--- src/rtl/wb_sched_pkg.sv ---
`default_nettype none
// ============================================================================
// Module      : wb_sched_pkg
// Description : Shared types for the write-port scheduler: register count,
//               port source encoding and round-robin pointer values.
// Revision    : 1.0 - initial release
// ============================================================================
package wb_sched_pkg;

    localparam int NREG = 16;

    typedef enum logic [1:0] {
        SRC_NONE = 2'd0,
        SRC_PIPE = 2'd1,
        SRC_MUL  = 2'd2,
        SRC_FP   = 2'd3
    } src_e;

    typedef enum logic {
        RR_MUL = 1'b0,
        RR_FP  = 1'b1
    } rr_e;

endpackage
`default_nettype wire

--- src/rtl/wb_port_scheduler_if.sv ---
`default_nettype none
// ============================================================================
// Module      : wb_port_scheduler_if
// Description : Bus bundle between the scheduler and its producers/consumers.
// Revision    : 1.0 - initial release
// ============================================================================
interface wb_port_scheduler_if #(
    parameter int DW = 32,
    parameter int AW = 4
);
    logic          pipe_we;
    logic [AW-1:0] pipe_wa;
    logic [DW-1:0] pipe_wd;
    logic          mul_valid;
    logic [AW-1:0] mul_wa;
    logic [DW-1:0] mul_wd;
    logic          mul_ready;
    logic          fp_valid;
    logic [AW-1:0] fp_wa;
    logic [DW-1:0] fp_wd;
    logic          fp_ready;
    logic          issue_mul;
    logic          issue_fp;
    logic [AW-1:0] issue_wa;
    logic [AW-1:0] rd_a1;
    logic [AW-1:0] rd_a2;
    logic [AW-1:0] rd_a3;
    logic          hazard_stall;
    logic          wb_stall;
    logic          rf_we;
    logic [AW-1:0] rf_wa;
    logic [DW-1:0] rf_wd;

    modport master (
        output pipe_we, pipe_wa, pipe_wd,
        output mul_valid, mul_wa, mul_wd,
        output fp_valid, fp_wa, fp_wd,
        output issue_mul, issue_fp, issue_wa,
        output rd_a1, rd_a2, rd_a3,
        input  mul_ready, fp_ready, hazard_stall, wb_stall,
        input  rf_we, rf_wa, rf_wd
    );

    modport slave (
        input  pipe_we, pipe_wa, pipe_wd,
        input  mul_valid, mul_wa, mul_wd,
        input  fp_valid, fp_wa, fp_wd,
        input  issue_mul, issue_fp, issue_wa,
        input  rd_a1, rd_a2, rd_a3,
        output mul_ready, fp_ready, hazard_stall, wb_stall,
        output rf_we, rf_wa, rf_wd
    );
endinterface
`default_nettype wire

--- src/rtl/wb_hold_buf.sv ---
`default_nettype none
// ============================================================================
// Module      : wb_hold_buf
// Description : One-entry valid/ready holding register for a multi-cycle result.
// Revision    : 1.0 - initial release
// ============================================================================
module wb_hold_buf #(
    parameter int DW = 32,
    parameter int AW = 4
) (
    input  wire logic          clk_i,
    input  wire logic          rst_ni,
    input  wire logic          in_valid_i,
    input  wire logic [AW-1:0] in_wa_i,
    input  wire logic [DW-1:0] in_wd_i,
    output logic               in_ready_o,
    input  wire logic          drain_i,
    output logic               valid_o,
    output logic [AW-1:0]      wa_o,
    output logic [DW-1:0]      wd_o
);
    logic          valid_q, valid_d;
    logic [AW-1:0] wa_q, wa_d;
    logic [DW-1:0] wd_q, wd_d;

    // Ready is derived from the registered valid only, so a drain cycle never
    // accepts a refill; the next entry lands one edge later at the earliest.
    assign in_ready_o = ~valid_q;

    always_comb begin
        valid_d = valid_q;
        wa_d    = wa_q;
        wd_d    = wd_q;
        if (in_valid_i && in_ready_o) begin
            valid_d = 1'b1;
            wa_d    = in_wa_i;
            wd_d    = in_wd_i;
        end else if (drain_i) begin
            valid_d = 1'b0;
        end
    end

    always_ff @(posedge clk_i or negedge rst_ni) begin
        if (!rst_ni) begin
            valid_q <= 1'b0;
            wa_q    <= '0;
            wd_q    <= '0;
        end else begin
            valid_q <= valid_d;
            wa_q    <= wa_d;
            wd_q    <= wd_d;
        end
    end

    assign valid_o = valid_q;
    assign wa_o    = wa_q;
    assign wd_o    = wd_q;
endmodule
`default_nettype wire

--- src/rtl/wb_port_scheduler.sv ---
`default_nettype none
// ============================================================================
// Module      : wb_port_scheduler
// Description : Arbitrates the register-file write port between writeback,
//               multiplier and float unit; tracks pending multi-cycle dests.
// Revision    : 1.0 - initial release
// ============================================================================
module wb_port_scheduler
    import wb_sched_pkg::*;
#(
    parameter int DW         = 32,
    parameter int AW         = 4,
    parameter int STARVE_MAX = 4
) (
    input  wire logic         CLK,
    input  wire logic         RESETn,
    wb_port_scheduler_if.slave bus
);
    localparam int CW = $clog2(STARVE_MAX + 1);

    logic          mul_v, fp_v;
    logic [AW-1:0] mul_bwa, fp_bwa;
    logic [DW-1:0] mul_bwd, fp_bwd;
    logic          mul_drain, fp_drain;
    src_e          src;
    logic          buf_grant, contended;
    rr_e           rr_q, rr_d;
    logic [NREG-1:0] busy_q, busy_d;
    logic [CW-1:0]   starve_q, starve_d;

    wb_hold_buf #(.DW(DW), .AW(AW)) u_mul_buf (
        .clk_i      (CLK),
        .rst_ni     (RESETn),
        .in_valid_i (bus.mul_valid),
        .in_wa_i    (bus.mul_wa),
        .in_wd_i    (bus.mul_wd),
        .in_ready_o (bus.mul_ready),
        .drain_i    (mul_drain),
        .valid_o    (mul_v),
        .wa_o       (mul_bwa),
        .wd_o       (mul_bwd)
    );

    wb_hold_buf #(.DW(DW), .AW(AW)) u_fp_buf (
        .clk_i      (CLK),
        .rst_ni     (RESETn),
        .in_valid_i (bus.fp_valid),
        .in_wa_i    (bus.fp_wa),
        .in_wd_i    (bus.fp_wd),
        .in_ready_o (bus.fp_ready),
        .drain_i    (fp_drain),
        .valid_o    (fp_v),
        .wa_o       (fp_bwa),
        .wd_o       (fp_bwd)
    );

    always_comb begin
        src = SRC_NONE;
        if (bus.pipe_we)
            src = SRC_PIPE;
        else if (mul_v && fp_v)
            src = (rr_q == RR_MUL) ? SRC_MUL : SRC_FP;
        else if (mul_v)
            src = SRC_MUL;
        else if (fp_v)
            src = SRC_FP;
    end

    always_comb begin
        bus.rf_we = 1'b1;
        bus.rf_wa = '0;
        bus.rf_wd = '0;
        case (src)
            SRC_PIPE: begin bus.rf_wa = bus.pipe_wa; bus.rf_wd = bus.pipe_wd; end
            SRC_MUL:  begin bus.rf_wa = mul_bwa;     bus.rf_wd = mul_bwd;     end
            SRC_FP:   begin bus.rf_wa = fp_bwa;      bus.rf_wd = fp_bwd;      end
            default:  bus.rf_we = 1'b0;
        endcase
    end

    assign mul_drain = (src == SRC_MUL);
    assign fp_drain  = (src == SRC_FP);
    assign buf_grant = mul_drain | fp_drain;
    // Only a grant decided by the pointer moves it, so the loser of one
    // collision is guaranteed to win the next one.
    assign contended = ~bus.pipe_we & mul_v & fp_v;
    assign rr_d      = contended ? ((rr_q == RR_MUL) ? RR_FP : RR_MUL) : rr_q;

    always_comb begin
        busy_d = busy_q;
        if (buf_grant)
            busy_d[bus.rf_wa] = 1'b0;
        if ((bus.issue_mul || bus.issue_fp) && (bus.issue_wa != AW'(NREG - 1)))
            busy_d[bus.issue_wa] = 1'b1;
        busy_d[NREG-1] = 1'b0;
    end

    always_comb begin
        starve_d = starve_q;
        if (buf_grant || !(mul_v || fp_v))
            starve_d = '0;
        else if (bus.pipe_we && (starve_q != CW'(STARVE_MAX)))
            starve_d = starve_q + CW'(1);
    end

    always_ff @(posedge CLK or negedge RESETn) begin
        if (!RESETn) begin
            rr_q     <= RR_MUL;
            busy_q   <= '0;
            starve_q <= '0;
        end else begin
            rr_q     <= rr_d;
            busy_q   <= busy_d;
            starve_q <= starve_d;
        end
    end

    assign bus.hazard_stall = busy_q[bus.rd_a1] | busy_q[bus.rd_a2] | busy_q[bus.rd_a3];
    assign bus.wb_stall     = (starve_q == CW'(STARVE_MAX));
endmodule
`default_nettype wire
--- src/flat_wrapper.sv ---
// flat-port wrapper written by rule: the top's interface ports become plain ports
module wb_port_scheduler_flat import wb_sched_pkg::*;
#(
    parameter int DW         = 32,
    parameter int AW         = 4,
    parameter int STARVE_MAX = 4
)
  (CLK, RESETn, bus_pipe_we, bus_pipe_wa, bus_pipe_wd, bus_mul_valid, bus_mul_wa, bus_mul_wd, bus_fp_valid, bus_fp_wa, bus_fp_wd, bus_issue_mul, bus_issue_fp, bus_issue_wa, bus_rd_a1, bus_rd_a2, bus_rd_a3, bus_mul_ready, bus_fp_ready, bus_hazard_stall, bus_wb_stall, bus_rf_we, bus_rf_wa, bus_rf_wd);
  wb_port_scheduler_if #(.DW(DW), .AW(AW)) bus_i ();
  input  wire logic CLK;
  input  wire logic RESETn;
  input wire logic [$bits(bus_i.pipe_we)-1:0] bus_pipe_we;
  input wire logic [$bits(bus_i.pipe_wa)-1:0] bus_pipe_wa;
  input wire logic [$bits(bus_i.pipe_wd)-1:0] bus_pipe_wd;
  input wire logic [$bits(bus_i.mul_valid)-1:0] bus_mul_valid;
  input wire logic [$bits(bus_i.mul_wa)-1:0] bus_mul_wa;
  input wire logic [$bits(bus_i.mul_wd)-1:0] bus_mul_wd;
  input wire logic [$bits(bus_i.fp_valid)-1:0] bus_fp_valid;
  input wire logic [$bits(bus_i.fp_wa)-1:0] bus_fp_wa;
  input wire logic [$bits(bus_i.fp_wd)-1:0] bus_fp_wd;
  input wire logic [$bits(bus_i.issue_mul)-1:0] bus_issue_mul;
  input wire logic [$bits(bus_i.issue_fp)-1:0] bus_issue_fp;
  input wire logic [$bits(bus_i.issue_wa)-1:0] bus_issue_wa;
  input wire logic [$bits(bus_i.rd_a1)-1:0] bus_rd_a1;
  input wire logic [$bits(bus_i.rd_a2)-1:0] bus_rd_a2;
  input wire logic [$bits(bus_i.rd_a3)-1:0] bus_rd_a3;
  output wire logic [$bits(bus_i.mul_ready)-1:0] bus_mul_ready;
  output wire logic [$bits(bus_i.fp_ready)-1:0] bus_fp_ready;
  output wire logic [$bits(bus_i.hazard_stall)-1:0] bus_hazard_stall;
  output wire logic [$bits(bus_i.wb_stall)-1:0] bus_wb_stall;
  output wire logic [$bits(bus_i.rf_we)-1:0] bus_rf_we;
  output wire logic [$bits(bus_i.rf_wa)-1:0] bus_rf_wa;
  output wire logic [$bits(bus_i.rf_wd)-1:0] bus_rf_wd;
  assign bus_i.pipe_we = bus_pipe_we;
  assign bus_i.pipe_wa = bus_pipe_wa;
  assign bus_i.pipe_wd = bus_pipe_wd;
  assign bus_i.mul_valid = bus_mul_valid;
  assign bus_i.mul_wa = bus_mul_wa;
  assign bus_i.mul_wd = bus_mul_wd;
  assign bus_i.fp_valid = bus_fp_valid;
  assign bus_i.fp_wa = bus_fp_wa;
  assign bus_i.fp_wd = bus_fp_wd;
  assign bus_i.issue_mul = bus_issue_mul;
  assign bus_i.issue_fp = bus_issue_fp;
  assign bus_i.issue_wa = bus_issue_wa;
  assign bus_i.rd_a1 = bus_rd_a1;
  assign bus_i.rd_a2 = bus_rd_a2;
  assign bus_i.rd_a3 = bus_rd_a3;
  assign bus_mul_ready = bus_i.mul_ready;
  assign bus_fp_ready = bus_i.fp_ready;
  assign bus_hazard_stall = bus_i.hazard_stall;
  assign bus_wb_stall = bus_i.wb_stall;
  assign bus_rf_we = bus_i.rf_we;
  assign bus_rf_wa = bus_i.rf_wa;
  assign bus_rf_wd = bus_i.rf_wd;
  wb_port_scheduler #(.DW(DW), .AW(AW), .STARVE_MAX(STARVE_MAX)) u_core (.CLK(CLK), .RESETn(RESETn), .bus(bus_i));
endmodule
--- config.mk ---
export PLATFORM = sky130hd
export DESIGN_NAME = wb_port_scheduler_flat
export DESIGN_NICKNAME = d
export VERILOG_FILES = /design/src/rtl/wb_sched_pkg.sv /design/src/rtl/wb_port_scheduler_if.sv /design/src/rtl/wb_hold_buf.sv /design/src/rtl/wb_port_scheduler.sv /design/src/flat_wrapper.sv
export SDC_FILE = /design/constraint.sdc
export NUM_CORES = 1
export LEC_CHECK = 0
export BUFFER_PORTS_ARGS = -buffer_cell sky130_fd_sc_hd__buf_2
export CORE_UTILIZATION = 45
export CTS_CLUSTER_SIZE = 30
export DETAILED_ROUTE_END_ITERATION = 7
export PLACE_DENSITY = 0.84
export REMOVE_ABC_BUFFERS = 1
export SLEW_MARGIN = 0
export SYNTH_ARGS = -nofsm -noshare
export SYNTH_HDL_FRONTEND = slang
export SYNTH_SLANG_ARGS = --single-unit
export TNS_END_PERCENT = 100
--- constraint.sdc ---
create_clock -name CLK -period 1.8 [get_ports CLK]
set_input_delay 0.36 -clock CLK [delete_from_list [all_inputs] [get_ports CLK]]
set_output_delay 0.36 -clock CLK [all_outputs]
set_load 0.03 [all_outputs]
# ---- After elaboration in Yosys (flattened, before gate mapping)
# Cells that the tools add are included.
dict set report totals {
  inputBits 131
  latch_bits 0
  ramBits 0
  mem_bits_ro 0
  reg_bits 93
  n_memories 0
  word_cells 76
}
dict set report classes {
  bitwise_logic 11
  multipliers 0
  n_addsub 1
  shift 0
  div_mod_pow 0
  magnitude_cmp 7
  n_mux 27
  n_eq_ne 6
  n_reduce_logical 15
}
# cell count
set ops {}
lappend ops {{$pmux W32 S3} 1}
lappend ops {{$mux W15} 2}
lappend ops {{$lt A4 B5 Y1 const B} 5}
lappend ops {{$and A15 B15 Y15} 1}
lappend ops {{$not A15 Y15} 1}
lappend ops {{$or A15 B15 Y15} 1}
lappend ops {{$bmux W1 S4} 3}
lappend ops {{$mux W1} 12}
lappend ops {{$pmux W4 S3} 1}
lappend ops {{$demux W1 S4} 2}
lappend ops {{$ge A4 B1 Y1 const B} 2}
lappend ops {{$mux W2} 4}
lappend ops {{$logic_and A1 B1 Y1} 7}
lappend ops {{$mux W3} 2}
lappend ops {{$reduce_bool A2 Y1} 3}
lappend ops {{$eq A2 B2 Y1 const B} 2}
lappend ops {{$ne A4 B4 Y1 const B} 1}
lappend ops {{$add A3 B1 Y3 const B} 1}
lappend ops {{$eq A3 B3 Y1 const B} 1}
lappend ops {{$logic_or A1 B1 Y1} 3}
lappend ops {{$ne A3 B3 Y1 const B} 1}
lappend ops {{$not A1 Y1} 3}
lappend ops {{$or A1 B1 Y1} 3}
lappend ops {{$reduce_or A3 Y1} 1}
lappend ops {{3 further kinds} 4}

# ---- Logic depth before layout (Yosys ltp)
dict set report logic_depth {
  depth_word 15
  depth_mapped 6
  mapped_depth_nobuf 6
}

# ---- Modules after synthesis
# From an unflattened synthesis, not the netlist that was laid out.
dict set report unflattened {
  hier_cells 408
  hier_area_um2 4991.0
}
# module cells_each seq_area_each_um2 area_each_um2 instances
set modules_own_cells {}
lappend modules_own_cells {wb_hold_buf 80 925.9 1510.2 2}
lappend modules_own_cells {wb_port_scheduler 248 475.5 1970.6 1}

# ---- Least setup slack after synthesis
# Ideal clock, no wire load.
dict set report synth_timing {
  kind {input -> output}
  startpoint {in bus_rd_a2[2]}
  endpoint {out bus_hazard_stall}
  arrival_time_ns 1.787
  cell_stages 5
  slack_ns -0.347
  t_required_ns 1.440
  cell_sequence {clkbuf_1 > mux2_2 > a32o_1 > nor4_1 > o2111ai_1}
}
dict set report synth_between {
  elab_chain_len 4
}
# element line
set synth_rtl {}
lappend synth_rtl {{from (decl)} flat_wrapper.sv:25} ;# input wire logic [$bits(bus_i.rd_a2)-1:0] bus_rd_a2;
lappend synth_rtl {{$bmux W1 S4} wb_port_scheduler.sv:118} ;# assign bus.hazard_stall = busy_q[bus.rd_a1] | busy_q[bus.rd_a2] | busy_q[bus.rd_a3];
lappend synth_rtl {{$mux W1 (implied by the code)} wb_port_scheduler.sv:118}
lappend synth_rtl {{$or A1 B1 Y1 (2 in series)} wb_port_scheduler.sv:118}
lappend synth_rtl {{to (decl)} flat_wrapper.sv:29} ;# output wire logic [$bits(bus_i.hazard_stall)-1:0] bus_hazard_stall;
# Every way passes these cells. The select of a mux whose other input is x is not followed.

# ---- Worst setup path in the final report
dict set report layout_timing {
  startpoint {reg u_core.busy_q[3]}
  endpoint {out bus_hazard_stall}
}
dict set report layout_between {
  elab_chain_len 4
}
# element line
set layout_rtl {}
lappend layout_rtl {{from (decl)} wb_port_scheduler.sv:28} ;# logic [NREG-1:0] busy_q, busy_d;
lappend layout_rtl {{from (signal assigned)} wb_port_scheduler.sv:113} ;# busy_q <= busy_d;
lappend layout_rtl {{$bmux W1 S4} wb_port_scheduler.sv:118}
lappend layout_rtl {{$mux W1 (implied by the code)} wb_port_scheduler.sv:118}
lappend layout_rtl {{$or A1 B1 Y1} wb_port_scheduler.sv:118}
lappend layout_rtl {{$or A1 B1 Y1 (*)} wb_port_scheduler.sv:118}
# Mark *: on every way between the ends. The rest lies on a longest branch, timed or not. The select of a mux whose other input is x is not followed.

==> impl_summary.log <==
INFO  metric netlist.area_leader.share = 47.74%
INFO  metric cp-start-kind = flop
INFO  metric synthToLayoutAreaGrowth = 43.30%
INFO  metric clock_sinks = 93
INFO  metric drt-pass1-iter-count = 8
INFO  metric post_synth_fa_ha_maj_area_fraction = 0.5133%
INFO  metric final-setup-viol-count = 38
INFO  metric vert_die_dim = approximately 110 um
INFO  metric route.detailed.vias_per_inst = 5.868
INFO  metric worstReg2RegEnd = u_core.u_mul_buf.wd_o[0]
INFO  metric synth_edf_count = 0
INFO  metric top_reg_cell_synth = dfrtp_1
INFO  metric synth_cells = 418
INFO  metric drv.max_cap_violation_count = 0
INFO  metric max_clock_freq = 434.8 MHz
INFO  metric global_route.usage.total = between 20% and 30%
INFO  metric power_density = 1670 nW/um2
INFO  metric cts.clk_slew.worst_paths = 0.10 ns
INFO  metric yosys-top-cells-area = dfrtp_1 (48%), mux2_2 (17%), a222oi_1 (6.6%), inv_1 (3.3%), mux4_2 (2.3%)
INFO  metric initial_core_util = 46.80%
INFO  metric worstSkewPairLatency = 0.37 ns
INFO  metric dp.final_hpwl = between 10 and 15 mm
INFO  metric ys_seq_area_share = 47.74%
INFO  metric tritoncts = yes
INFO  metric postSynthAreaPerCell = 11.66 um2
INFO  metric n_fill_cell = 738
INFO  metric synth_seq_cells = 93
INFO  metric min_setup_slack_post_route = -0.5001 ns
INFO  metric placeableCoreArea = 10420 um2
INFO  metric synthXorXnorAreaFrac = 0.3593%
INFO  metric synth-warning-count = 0
INFO  metric antenna_found_initial = 0
INFO  metric end_kind = primary output
INFO  metric globalRoute.totalOverflow = 0
INFO  metric reg2reg_depth = 6
INFO  metric power_leakage = 3.286 nW
INFO  metric worst_slew_pin_slew = 0.5397 ns
INFO  metric final.min_clock_period = around 2.3 ns
INFO  metric fp.dieArea = 11250 um2
INFO  metric post-route-period-util = 127.8%
INFO  metric violations_in_the_final_reports = DRC, setup timing
INFO  metric grt_start_max_net_pins = 40
INFO  metric die_x = about 110 um
INFO  metric synth_mux_area_share = between 20% and 30%
INFO  metric timing.hold.ws = 0.2169 ns
INFO  metric power.ir.vdd_worst = about 1.2 mV
INFO  metric worst-setup-path-type = flop to primary output
INFO  metric hold_violations = 0
INFO  metric antennaDiodeCount = 0
INFO  metric final_antenna_net_count = 0
INFO  metric root_buffer = clkbuf_8
INFO  metric max-slew-margin-rel = 63.74%
INFO  metric routed_wire_length_per_instance = 20.69 um
INFO  metric grt_first_pass_wirelength = 24.72 mm
INFO  metric fin_worst_skew = 0.01402 ns
INFO  metric run_status = finished with violations
INFO  metric layout-drive-gt1-share = 55.64%
INFO  metric drt_first_iter_violations = ~430
INFO  metric mappedNetlistArea = 4875 um2
INFO  metric yosysMostFrequentCell = dfrtp_1
INFO  metric setup_repair_after_global_routing_missed_its_margin = true
INFO  metric post-synth-top-area-cell = dfrtp_1
INFO  metric first_global_vias = ~4.9k
INFO  metric holdPathEnd = u_core.u_fp_buf.wd_o[16]
INFO  metric r2r-start = u_core.u_mul_buf.valid_o
INFO  metric final-max-slew-violation-count = 0
INFO  metric drt_wl_total = 16.01 mm
INFO  metric number_of_buffers_created_by_cts = 9
INFO  metric number_of_top_level_pins = around 170
INFO  metric gpl.final_weighted_congestion = 0.8780
INFO  metric worst_hold_startpoint = bus_fp_wd[16]
INFO  metric post_synth_and_or_nand_nor_area_fraction = about 9%
INFO  metric via_count = between 4k and 5k
INFO  metric required_time_of_the_critical_path = 1.44 ns
INFO  metric cts.htree.levels = 3
INFO  metric hold_path_depth = 2
INFO  metric synth_top_family_by_area = multiplexers
INFO  metric synth.top_cells.by_count = dfrtp_1 (93), mux2_2 (74), inv_1 (43), a222oi_1 (32), nor2_1 (29)
INFO  metric synth-compound-area-share = 14.55%
INFO  metric worst-r2r-setup-slack = 0.02 ns
INFO  metric num-nets-final = 766
INFO  metric share_of_flip_flops_with_an_asynchronous_set_or_reset = between 90% and 100%
INFO  metric timing.hold.worst.class = primary input to flop
INFO  metric finalPower = 11.67 mW
INFO  metric cp_max_fo = 3
INFO  metric cts_max_path_buffers = 2
INFO  metric route.detailed.drc = 46
INFO  metric fp-row-count = 37
INFO  metric post_synth_num_cell_types = 48
INFO  metric worstPathArrival = 1.94 ns
INFO  metric buffer_ports.inserted = 171
## per-stage QoR
| step | worst slack, ns | std cells | util (%) | setup TNS (ns) | area [um2] |
|---|---|---|---|---|---|
| after floorplan | -0.9630 | 391 | - | -66.02 | 4725 |
| after global placement | -0.2703 | 743 | 59.59 | -0.2744 | 6207 |
| after detailed placement | -0.2753 | 743 | 59.59 | -0.3039 | 6207 |
| after CTS | -0.5189 | 768 | 65.08 | -15.27 | 6779 |
| after global routing | -0.5860 | 774 | 67.06 | -18.21 | 6985 |
| final | -0.5001 | 774 | 67.06 | -14.97 | 6985 |
## worst max path at each step
stage	cells after the start	to	slack, ns	startpoint
after detailed placement	6	bus_hazard_stall	-0.28	bus_rd_a3[0]
final	5	bus_hazard_stall	-0.50	u_core.busy_q[3]
after global placement	6	bus_hazard_stall	-0.27	bus_rd_a3[0]
after CTS	5	bus_hazard_stall	-0.52	u_core.busy_q[3]
after floorplan	4	bus_rf_wd[21]	-0.96	u_core.u_fp_buf.valid_o
after global routing	5	bus_hazard_stall	-0.59	u_core.busy_q[7]
## final cells by class
type | count | area [um2] | area share, %
Tap cell | 136 | 170.2 | 2.436
Clock buffer | 11 | 141.4 | 2.024
Multi-Input combinational cell | 255 | 2394 | 34.26
Clock inverter | 5 | 35.03 | 0.5015
Timing Repair Buffer | 231 | 1757 | 25.15
Inverter | 43 | 161.4 | 2.311
Sequential cell | 93 | 2327 | 33.32
## routing by layer
metal	vias up	GRT usage [%]	routed length (um)
li1	2008	-	-
met1	2223	31.93	5687
met2	257	50.98	8297
met3	54	6.867	1377
met4	0	15.48	649
met5	-	0	0
## registers in the layout, summed over array words and instances, names as in the netlist
name and flops:
u_core.rr_q 1, u_core.u_mul_buf.wa_o 4, u_core.u_mul_buf.valid_o 1, u_core.u_mul_buf.wd_o 32
u_core.u_fp_buf.wd_o 32, u_core.u_fp_buf.valid_o 1, u_core.busy_q 15, u_core.u_fp_buf.wa_o 4
u_core.starve_q 3
## cells by family after synthesis
family                   Yosys count
buffers and inverters             70
AND/OR/NAND/NOR                   83
adder cells (fa/ha/maj)            2
multiplexers                      89
flip-flops                        93
AO/OA/AOI/OAI                     79
XOR/XNOR                           2
## timing repair
action                                 in CTS  in global routing
setup endpoints to repair                  39                 48
endpoints found under the hold margin      25                  0
buffers inserted                            7                 11
pin swaps                                  13                 14
hold buffers                                1                  0
resized for setup                          95                 30
cloned                                      2                  1
## layout by cell type, fill, tap and decap left out, types with 3 or more instances in the layout
cell type,count
a222oi_1,32
a31oi_1,11
a32oi_2,3
buf_12,8
buf_2,130
buf_4,39
buf_6,50
clkbuf_8,10
dfrtp_1,93
inv_1,43
mux2_2,73
mux2i_1,10
mux4_2,5
nand2_1,9
nand2b_1,4
nor2_1,28
nor3_1,12
nor4_1,3
nor4_2,3
o211ai_1,5
o21ai_0,6
o21bai_1,3
or3_1,3
## where the power goes
group | leakage [nW] | switching (mW) | internal, mW
Combinational | 2.12 | 3.19 | 3.32
Sequential | 1.08 | 0.742 | 3.11
Clock | 0.0897 | 0.762 | 0.544
Total | 3.29 | 4.69 | 6.98
## critical path: stages, from the launching register on
cell       delay, ns
dfrtp_1         0.42
mux4_2          0.45
or2_4           0.23
a32oi_1         0.15
o2111ai_1       0.14
buf_4           0.19
(Power assumes the default switching activity.)
